<file path="config.mk">
export PLATFORM = sky130hd
export DESIGN_NAME = load_buffer
export DESIGN_NICKNAME = d
export VERILOG_FILES = /design/src/rtl/load_buffer.sv
export SDC_FILE = /design/constraint.sdc
export NUM_CORES = 1
export LEC_CHECK = 0
export BUFFER_PORTS_ARGS = -buffer_cell sky130_fd_sc_hd__buf_2
export CELL_PAD_IN_SITES_DETAIL_PLACEMENT = 2
export CELL_PAD_IN_SITES_GLOBAL_PLACEMENT = 2
export CORE_UTILIZATION = 46
export CTS_CLUSTER_SIZE = 14
export DETAILED_ROUTE_END_ITERATION = 8
export PLACE_DENSITY = 0.82
export SLEW_MARGIN = 10
export SYNTH_ARGS = -nofsm -noshare
export SYNTH_HDL_FRONTEND = slang
export SYNTH_SLANG_ARGS = --single-unit
</file>
<file path="constraint.sdc">
create_clock -name clk_in -period 8.6 [get_ports clk_in]
set_clock_uncertainty 0.05 [all_clocks]
set_input_delay 0.43 -clock clk_in [delete_from_list [all_inputs] [get_ports clk_in]]
set_output_delay 0.43 -clock clk_in [all_outputs]
set_load 0.005 [all_outputs]
</file>
<file path="src/rtl/load_buffer.sv">
// In-order load queue: issues one memory read at a time from the head entry,
// then sign/zero-extends the returned data and broadcasts it on the CDB.
module load_buffer #(
  parameter int unsigned DEPTH         = 8,
  parameter int unsigned PTR_W         = 3,
  parameter int unsigned IDWidth       = 32,
  parameter int unsigned ROBWidth      = 5,
  parameter int unsigned AddressWidth  = 32,
  parameter int unsigned InstTypeWidth = 6,
  parameter logic [InstTypeWidth-1:0] LB  = 6'd11,
  parameter logic [InstTypeWidth-1:0] LH  = 6'd12,
  parameter logic [InstTypeWidth-1:0] LW  = 6'd13,
  parameter logic [InstTypeWidth-1:0] LBU = 6'd14,
  parameter logic [InstTypeWidth-1:0] LHU = 6'd15
) (
  input  logic                     clk_in,
  input  logic                     rst_in,
  input  logic                     rdy_in,
  output logic                     lbuffer_rs_rdy_out,
  input  logic                     addrunit_lbuffer_en_in,
  input  logic [AddressWidth-1:0]  addrunit_lbuffer_addr_in,
  input  logic [ROBWidth-1:0]      addrunit_lbuffer_dest_in,
  input  logic [InstTypeWidth-1:0] addrunit_lbuffer_opcode_in,
  output logic                     lbuffer_mem_en_out,
  output logic [AddressWidth-1:0]  lbuffer_mem_addr_out,
  output logic [1:0]               lbuffer_mem_size_out,
  input  logic                     mem_lbuffer_valid_in,
  input  logic [IDWidth-1:0]       mem_lbuffer_data_in,
  input  logic                     rob_lbuffer_rst_in,
  output logic [ROBWidth-1:0]      cdb_lbuffer_b_out,
  output logic [IDWidth-1:0]       cdb_lbuffer_result_out
);

  typedef enum logic [1:0] {IDLE, WAIT, DRAIN} state_e;

  state_e                   state_q;
  logic [AddressWidth-1:0]  addr_mem_q [DEPTH];
  logic [ROBWidth-1:0]      dest_mem_q [DEPTH];
  logic [InstTypeWidth-1:0] op_mem_q   [DEPTH];
  logic [PTR_W-1:0]         head_q, tail_q;
  logic [PTR_W:0]           count_q, count_d;
  logic                     mem_en_q;
  logic [AddressWidth-1:0]  mem_addr_q;
  logic [1:0]               mem_size_q;
  logic [ROBWidth-1:0]      cdb_b_q;
  logic [IDWidth-1:0]       cdb_result_q;

  logic                     full, push, pop;
  logic [InstTypeWidth-1:0] head_op;
  logic [1:0]               head_size;
  logic [IDWidth-1:0]       ext_data;

  assign full    = (count_q == (PTR_W+1)'(DEPTH));
  assign push    = addrunit_lbuffer_en_in && !full;
  assign pop     = (state_q == WAIT) && mem_lbuffer_valid_in;
  assign head_op = op_mem_q[head_q];

  // One slot of slack absorbs a load already in flight through the address unit.
  assign lbuffer_rs_rdy_out     = (count_q <= (PTR_W+1)'(DEPTH - 2));
  assign lbuffer_mem_en_out     = mem_en_q;
  assign lbuffer_mem_addr_out   = mem_addr_q;
  assign lbuffer_mem_size_out   = mem_size_q;
  assign cdb_lbuffer_b_out      = cdb_b_q;
  assign cdb_lbuffer_result_out = cdb_result_q;

  always_comb begin
    count_d = count_q;
    if (push && !pop)      count_d = count_q + 1'b1;
    else if (pop && !push) count_d = count_q - 1'b1;
  end

  always_comb begin
    ext_data  = mem_lbuffer_data_in;
    head_size = 2'd2;
    case (head_op)
      LB: begin
        ext_data  = {{(IDWidth-8){mem_lbuffer_data_in[7]}}, mem_lbuffer_data_in[7:0]};
        head_size = 2'd0;
      end
      LBU: begin
        ext_data  = {{(IDWidth-8){1'b0}}, mem_lbuffer_data_in[7:0]};
        head_size = 2'd0;
      end
      LH: begin
        ext_data  = {{(IDWidth-16){mem_lbuffer_data_in[15]}}, mem_lbuffer_data_in[15:0]};
        head_size = 2'd1;
      end
      LHU: begin
        ext_data  = {{(IDWidth-16){1'b0}}, mem_lbuffer_data_in[15:0]};
        head_size = 2'd1;
      end
      default: begin
        ext_data  = mem_lbuffer_data_in;
        head_size = 2'd2;
      end
    endcase
  end

  // Entry storage needs no reset: count gates every read.
  always_ff @(posedge clk_in) begin
    if (rdy_in && push && !rob_lbuffer_rst_in) begin
      addr_mem_q[tail_q] <= addrunit_lbuffer_addr_in;
      dest_mem_q[tail_q] <= addrunit_lbuffer_dest_in;
      op_mem_q[tail_q]   <= addrunit_lbuffer_opcode_in;
    end
  end

  always_ff @(posedge clk_in or posedge rst_in) begin
    if (rst_in) begin
      state_q      <= IDLE;
      head_q       <= '0;
      tail_q       <= '0;
      count_q      <= '0;
      mem_en_q     <= 1'b0;
      mem_addr_q   <= '0;
      mem_size_q   <= '0;
      cdb_b_q      <= '0;
      cdb_result_q <= '0;
    end else if (rdy_in) begin
      mem_en_q <= 1'b0;
      cdb_b_q  <= '0;
      if (rob_lbuffer_rst_in) begin
        head_q  <= '0;
        tail_q  <= '0;
        count_q <= '0;
        // An outstanding read must still be absorbed unless it lands this cycle.
        state_q <= (state_q == WAIT && !mem_lbuffer_valid_in) ? DRAIN : IDLE;
      end else begin
        if (push) tail_q <= tail_q + 1'b1;
        count_q <= count_d;
        case (state_q)
          IDLE: begin
            if (count_q != '0) begin
              mem_en_q   <= 1'b1;
              mem_addr_q <= addr_mem_q[head_q];
              mem_size_q <= head_size;
              state_q    <= WAIT;
            end
          end
          WAIT: begin
            if (mem_lbuffer_valid_in) begin
              cdb_b_q      <= dest_mem_q[head_q];
              cdb_result_q <= ext_data;
              head_q       <= head_q + 1'b1;
              state_q      <= IDLE;
            end
          end
          DRAIN: begin
            if (mem_lbuffer_valid_in) state_q <= IDLE;
          end
          default: state_q <= IDLE;
        endcase
      end
    end
  end

  a_no_overflow: assert property (@(posedge clk_in) disable iff (rst_in)
    !(rdy_in && addrunit_lbuffer_en_in && !rob_lbuffer_rst_in && full));

endmodule
</file>
---- Word-level counts from Yosys, hierarchy flattened ----
Memories as Yosys holds them, arrays and structs flattened. A register that Yosys moved wholly into a read port is not among the register bits.
Index checks and enable logic that the tools add are counted.
word-level totals
  register bits after elaboration ......... 52
  bits in latches ......................... 0
  RAM bits ................................ 344
  memory bits (read-only) ................. 0
  input port bits ......................... 81
  output and inout port bits .............. 73
  word-level logic and storage cells ...... 76
  memories kept ........................... 3
memories
  name        words  bits a word  rd ports  clocked after memory_dff  write ports  RTL line  RTL
  addr_mem_q  8      32           1         1                         1            37        logic [AddressWidth-1:0] addr_mem_q [DEPTH];
  op_mem_q    8      6            1         0                         1            39        logic [InstTypeWidth-1:0] op_mem_q [DEPTH];
  dest_mem_q  8      5            1         0                         1            38        logic [ROBWidth-1:0] dest_mem_q [DEPTH];
cells by class
  add/subtract/negate cells ............... 4
  $mul .................................... 0
  divide/modulo/power cells ............... 0
  $lt $le $gt $ge ......................... 1
  eq/ne operators ......................... 9
  shifts and indexed selects .............. 0
  mux-type cells .......................... 23
  bitwise operators ....................... 1
  reductions and logical operators ........ 27
operators with widths
  kind                                                                      number
  32-bit one-hot mux with 4 select lines                                    1
  6-bit by 4-bit equality test with 1-bit output (second input constant)    4
  3-bit two-way mux                                                         5
  5-bit two-way mux                                                         3
  4-bit two-way mux                                                         3
  2-bit two-way mux                                                         4
  2-bit one-hot mux with 2 select lines                                     2
  4-bit AND reduction                                                       2
  1-bit logical AND                                                         7
  3-bit by 1-bit adder with 3-bit output (second input constant)            2
  3-bit AND reduction                                                       2
  2-bit nonzero test                                                        3
  2-bit OR reduction                                                        3
  1-bit zero test                                                           5
  1-bit two-way mux                                                         5
  4-bit by 1-bit adder with 4-bit output (second input constant)            1
  4-bit equality test (second input constant)                               1
  4-bit by 3-bit <= comparator with 1-bit output (second input constant)    1
  2-bit AND reduction                                                       2
  4-bit nonzero test                                                        1
  4-bit by 1-bit subtractor with 4-bit output (second input constant)       1
  3-bit by 1-bit inequality test with 1-bit output (second input constant)  1
  3-bit inequality test (second input constant)                             1
  3-bit nonzero test                                                        1
  4 further kinds                                                           4

---- Longest topological paths before layout ----
  depth after elaboration ................. 8
  gate-level depth with buffers ........... 11
  gate-level depth less buffers ........... 11

---- Worst setup path after synthesis ----
No wires, ideal clock.
  path kind ............................... input-to-reg
  start point ............................. in rob_lbuffer_rst_in
  end point ............................... mem addr_mem_q[0][0], enable pin
  setup time .............................. 0.497 ns
  data arrival time ....................... 4.139 ns
  required time ........................... 8.053 ns
  setup slack ............................. 3.914 ns
  stages .................................. 4
  buffers on the path ..................... 1
  cell sequence ........................... clkbuf_1 > nand2b_1 > or3_1 > nor3_1
between the ends
  word-level cells in the longest chain between the ends .. 4
RTL lines
  item                                     RTL line  RTL
  from (decl)                              29        input logic rob_lbuffer_rst_in,
  1-bit zero test                          101       if (rdy_in && push && !rob_lbuffer_rst_in) begin
  1-bit logical AND                        101
  1-bit two-way mux                        101
  1-bit two-way mux (implied by the code)  102       addr_mem_q[tail_q] <= addrunit_lbuffer_addr_in;
  to (decl)                                37
No other way between the ends.

---- Final worst setup path ----
  start point ............................. reg head_q[0]
  end point ............................... reg cdb_result_q[17], in the netlist cdb_lbuffer_result_out[17]
between the ends
  word-level cells in the longest chain between the ends .. 3
  elaborated cells on any way between the ends .. 6
  those cells by class .................... eq/ne (4); mux (1); memory (1)
RTL lines
  item                                            RTL line  RTL
  from (decl)                                     40        logic [PTR_W-1:0] head_q, tail_q;
  from (signal assigned)                          144       head_q <= head_q + 1'b1;
  memory read 8 x 6 bit *                         n/a
  6-bit by 4-bit equality test with 1-bit output  75        case (head_op)
  32-bit one-hot mux with 4 select lines *        75
  to (signal assigned)                            143       cdb_result_q <= ext_data;
  to (decl)                                       46        logic [IDWidth-1:0] cdb_result_q;
Every way passes the cells marked *; elsewhere a longest branch is shown, timed or not.
A chain may end at the register's enable or synchronous reset.

==> flow_summary.yaml <==
grt:
  antenna_found_initial: 5
  grt_max_degree: 68
  track_usage: 0.256
  overflow: 0
  grt_pass1_wl_mm: 67.0
  grt_pass1_vias: 10100
floorplanning:
  ios: 154
  core_area_um2: 34900
  dieArea_um2: 36500
  num_rows: 68
  die_y_um: 191
  die-width_um: 191
  initial_utilization: 0.471
sta:
  rsz0062_at_grt: "false"
  finalSetupTns_ns: 0
  finalMaxSlewViolations: 0
  finalCriticalPeriod_ns: 4.29
  hold_viol_final: 0
  setup_viol: 0
  tightest_slew_ns: 1.06
  max_freq_mhz: 233
  fin_crit_sh: 0.499
  relSlewSlack: 0.291
clock_tree:
  clockBufferDepth: 3
  clk_pin_slew_worst_paths_ns: 0.06
  cts.sinks: 428
  root_buffer: "clkbuf_16"
  cts_tree: "yes"
  insertion_delay_ns: 0.54
  h-tree-depth: 2
  cts_made_buffers: 45
worst_setup_path:
  rrSetupSlack_ns: 4.31
  setup.worst_path.end_class: "flip-flop"
  rr_worst_depth: 7
  cpPeakStageDelay_ns: 0.94
  crit_type: "reg -> reg"
  critPathMaxFanout: 53
  r2r_start: "head_q[0]"
  critPathArrivalTime_ns: 4.72
  r2r_end: "cdb_lbuffer_result_out[17]"
  crit_path_start_kind: "flip-flop"
  cp_cell_sequence: "buf_4 -> mux4_2 -> mux2i_1 -> nor2_1 -> o211ai_2 -> and3_1 -> a211o_1"
  critical_path_required_ns: 9.03
  critPathSlowestCell: "dfrtp_4"
routing:
  firstDrtPassIters: 5
  first_iter_violations: 574
  via_per_inst: 5.88
  drt-total-wl_mm: 45.5
  drc_errors: 0
  dr_total_vias: 8977
  wl_per_cell_um: 29.8
  ant_nets: 0
min_path:
  hold-path-cell-count: 3
  min_to: "cdb_lbuffer_result_out[6]"
  hp-class: "in -> reg"
  hp-start: "mem_lbuffer_data_in[6]"
placement:
  port_buffers: 153
  place_area_um2: 17800
  place.gp.congestion: 0.750
  dp_hpwl_mm: 26.7
synthesis:
  ys_warn_count: 0
  ys_ff_latch: 428
  syn_inst: 858
  synth_area_um2: 16400
  syn_nets: 946
  synth.distinct_cells: 51
  ys.flop_type: "edfxtp_1"
  synth_edf_count: 344
  synthTopCellsByArea: "edfxtp_1 63%, dfrtp_1 13%, mux4_2 11%, mux2i_1 2.6%, nor2_1 1.1%"
  synth.top_cell.area_share: 0.628
  postSynthAreaPerCell_um2: 19.2
  synth-async-reset-ratio: 0.196
  yosysTopAreaCell: "edfxtp_1"
  yosysSeqAreaShare: 0.756
power_and_ir_drop:
  vdd_ir_drop_max_mv: 0.166
  p_leak_nw: 6.77
  power_density_nw_per_um2: 279
final_layout:
  finalNetCount: 1120
  regArea_um2: 12400
  final_layout_size_suffix_gt1_frac: 0.322
  areaGrowthSynthToFinish_pct: 16.9
  multi_input_area_um2: 3820
  fillerInstances: 3023
  fin_area_um2: 19200
flow_run:
  cap_violations: 0
outcome:
  status: "finished, final reports clean"
worst max-delay path: cells and delay by family (launching register included):
kind / cells / cell delay, ns
mux: 2 / 1.13
flops: 1 / 0.94
buf+inv: 1 / 0.86
compound gates: 2 / 0.70
simple gates: 2 / 0.44
report_power, final:
group          switching (mW)  internal, mW
clock network           0.793          1.10
logic                   0.448         0.410
registers               0.164          2.45
layout by cell type (no fill, tap or decap), types with 3 or more instances in the layout:
cell type / instances
o22ai_1: 4
buf_4: 17
clkbuf_1: 21
a211o_1: 16
mux2i_1: 42
diode_2: 4
o221a_2: 8
nand2_1: 42
clkinv_1: 4
mux2_2: 5
nor3_1: 9
o2bb2ai_1: 5
a21oi_1: 36
a2111oi_0: 3
mux4_2: 80
clkbuf_8: 10
clkbuf_16: 47
o21ai_0: 11
nand2b_1: 4
buf_2: 153
dfrtp_1: 81
inv_1: 10
nor2_1: 42
nor2_4: 6
dfrtp_4: 3
edfxtp_1: 344
ha_1: 6
and3_1: 18
final cells by class:
cell class                      count  area share
Tap cell                          455      0.0296
Antenna cell                        4    0.000521
Timing Repair Buffer              171      0.0470
Inverter                           13     0.00267
Multi-Input combinational cell    373       0.199
Clock inverter                      5     0.00169
Sequential cell                   428       0.647
Clock buffer                       78      0.0725
sequential cells by signal (all words and copies together) (netlist names), 2 cells and up:
register and flops:
addr_mem_q 256, op_mem_q 48, cdb_lbuffer_b_out 5, cdb_lbuffer_result_out 32, count_q 4, lbuffer_mem_size_out 2
tail_q 3, lbuffer_mem_addr_out 32, head_q 3, state_q 2, dest_mem_q 40
worst max path at each step:
stage                       startpoint                          to  slack [ns]
finish                       head_q[0]  cdb_lbuffer_result_out[17]        4.31
global route                 head_q[0]  cdb_lbuffer_result_out[25]        3.88
CTS                          head_q[0]  cdb_lbuffer_result_out[25]        4.20
detailed placement           head_q[0]  cdb_lbuffer_result_out[17]        4.26
global placement             head_q[0]  cdb_lbuffer_result_out[27]        4.48
floorplan           rob_lbuffer_rst_in            addr_mem_q[0][0]        3.91
Yosys cell counts, types with 4 or more instances:
cell	number
edfxtp_1	344
dfrtp_1	84
mux4_2	80
nor2_1	49
mux2i_1	42
nand2_1	42
a21oi_1	36
clkbuf_1	24
and3_1	19
a211o_1	16
inv_1	11
nor3_1	11
o21ai_0	11
buf_2	9
o221a_2	8
buf_1	7
ha_1	6
mux2_2	5
o2bb2ai_1	5
nand2b_1	4
o22ai_1	4
metrics by stage:
stage / cells / utilization / hold slack, ns / setup slack, ns / power (mW)
5_1_grt: 1525 / 0.551 / 0.0399 / 3.88 / 5.56
6_report: 1527 / 0.551 / 0.0488 / 4.31 / 5.36
3_5_place_dp: 1439 / 0.510 / 0.418 / 4.26 / 3.50
2_1_floorplan: 858 / - / 0.388 / 3.91 / 3.11
3_3_place_gp: 1439 / 0.510 / 0.403 / 4.48 / 3.41
4_1_cts: 1523 / 0.551 / 0.0333 / 4.20 / 5.41
per-layer routing:
layer	GRT usage	wire, um
met2	0.461	24200
met5	0	12
met1	0.318	18000
met3	0.0380	2180
met4	0.0803	1080
cell families (layout without fill, tap and decap cells):
| group | Yosys count | count (layout) | share of synthesized area |
|---|---|---|---|
| AO/OA/AOI/OAI | 99 | 99 | 0.0425 |
| flip-flops | 428 | 428 | 0.756 |
| XOR/XNOR | 3 | 3 | 0.00160 |
| buffers and inverters | 57 | 267 | 0.0153 |
| AND/OR/NAND/NOR | 136 | 136 | 0.0388 |
| multiplexers | 128 | 128 | 0.140 |
| adder cells (fa/ha/maj) | 7 | 7 | 0.00578 |
| other | 0 | 4 | 0 |
repair_timing:
action	CTS	global route
setup buffers	0	0
hold buffers	1	0
endpoints found under the hold margin	34	0
gates resized for setup	0	0
Note: power is estimated with default switching activity, not from simulation.
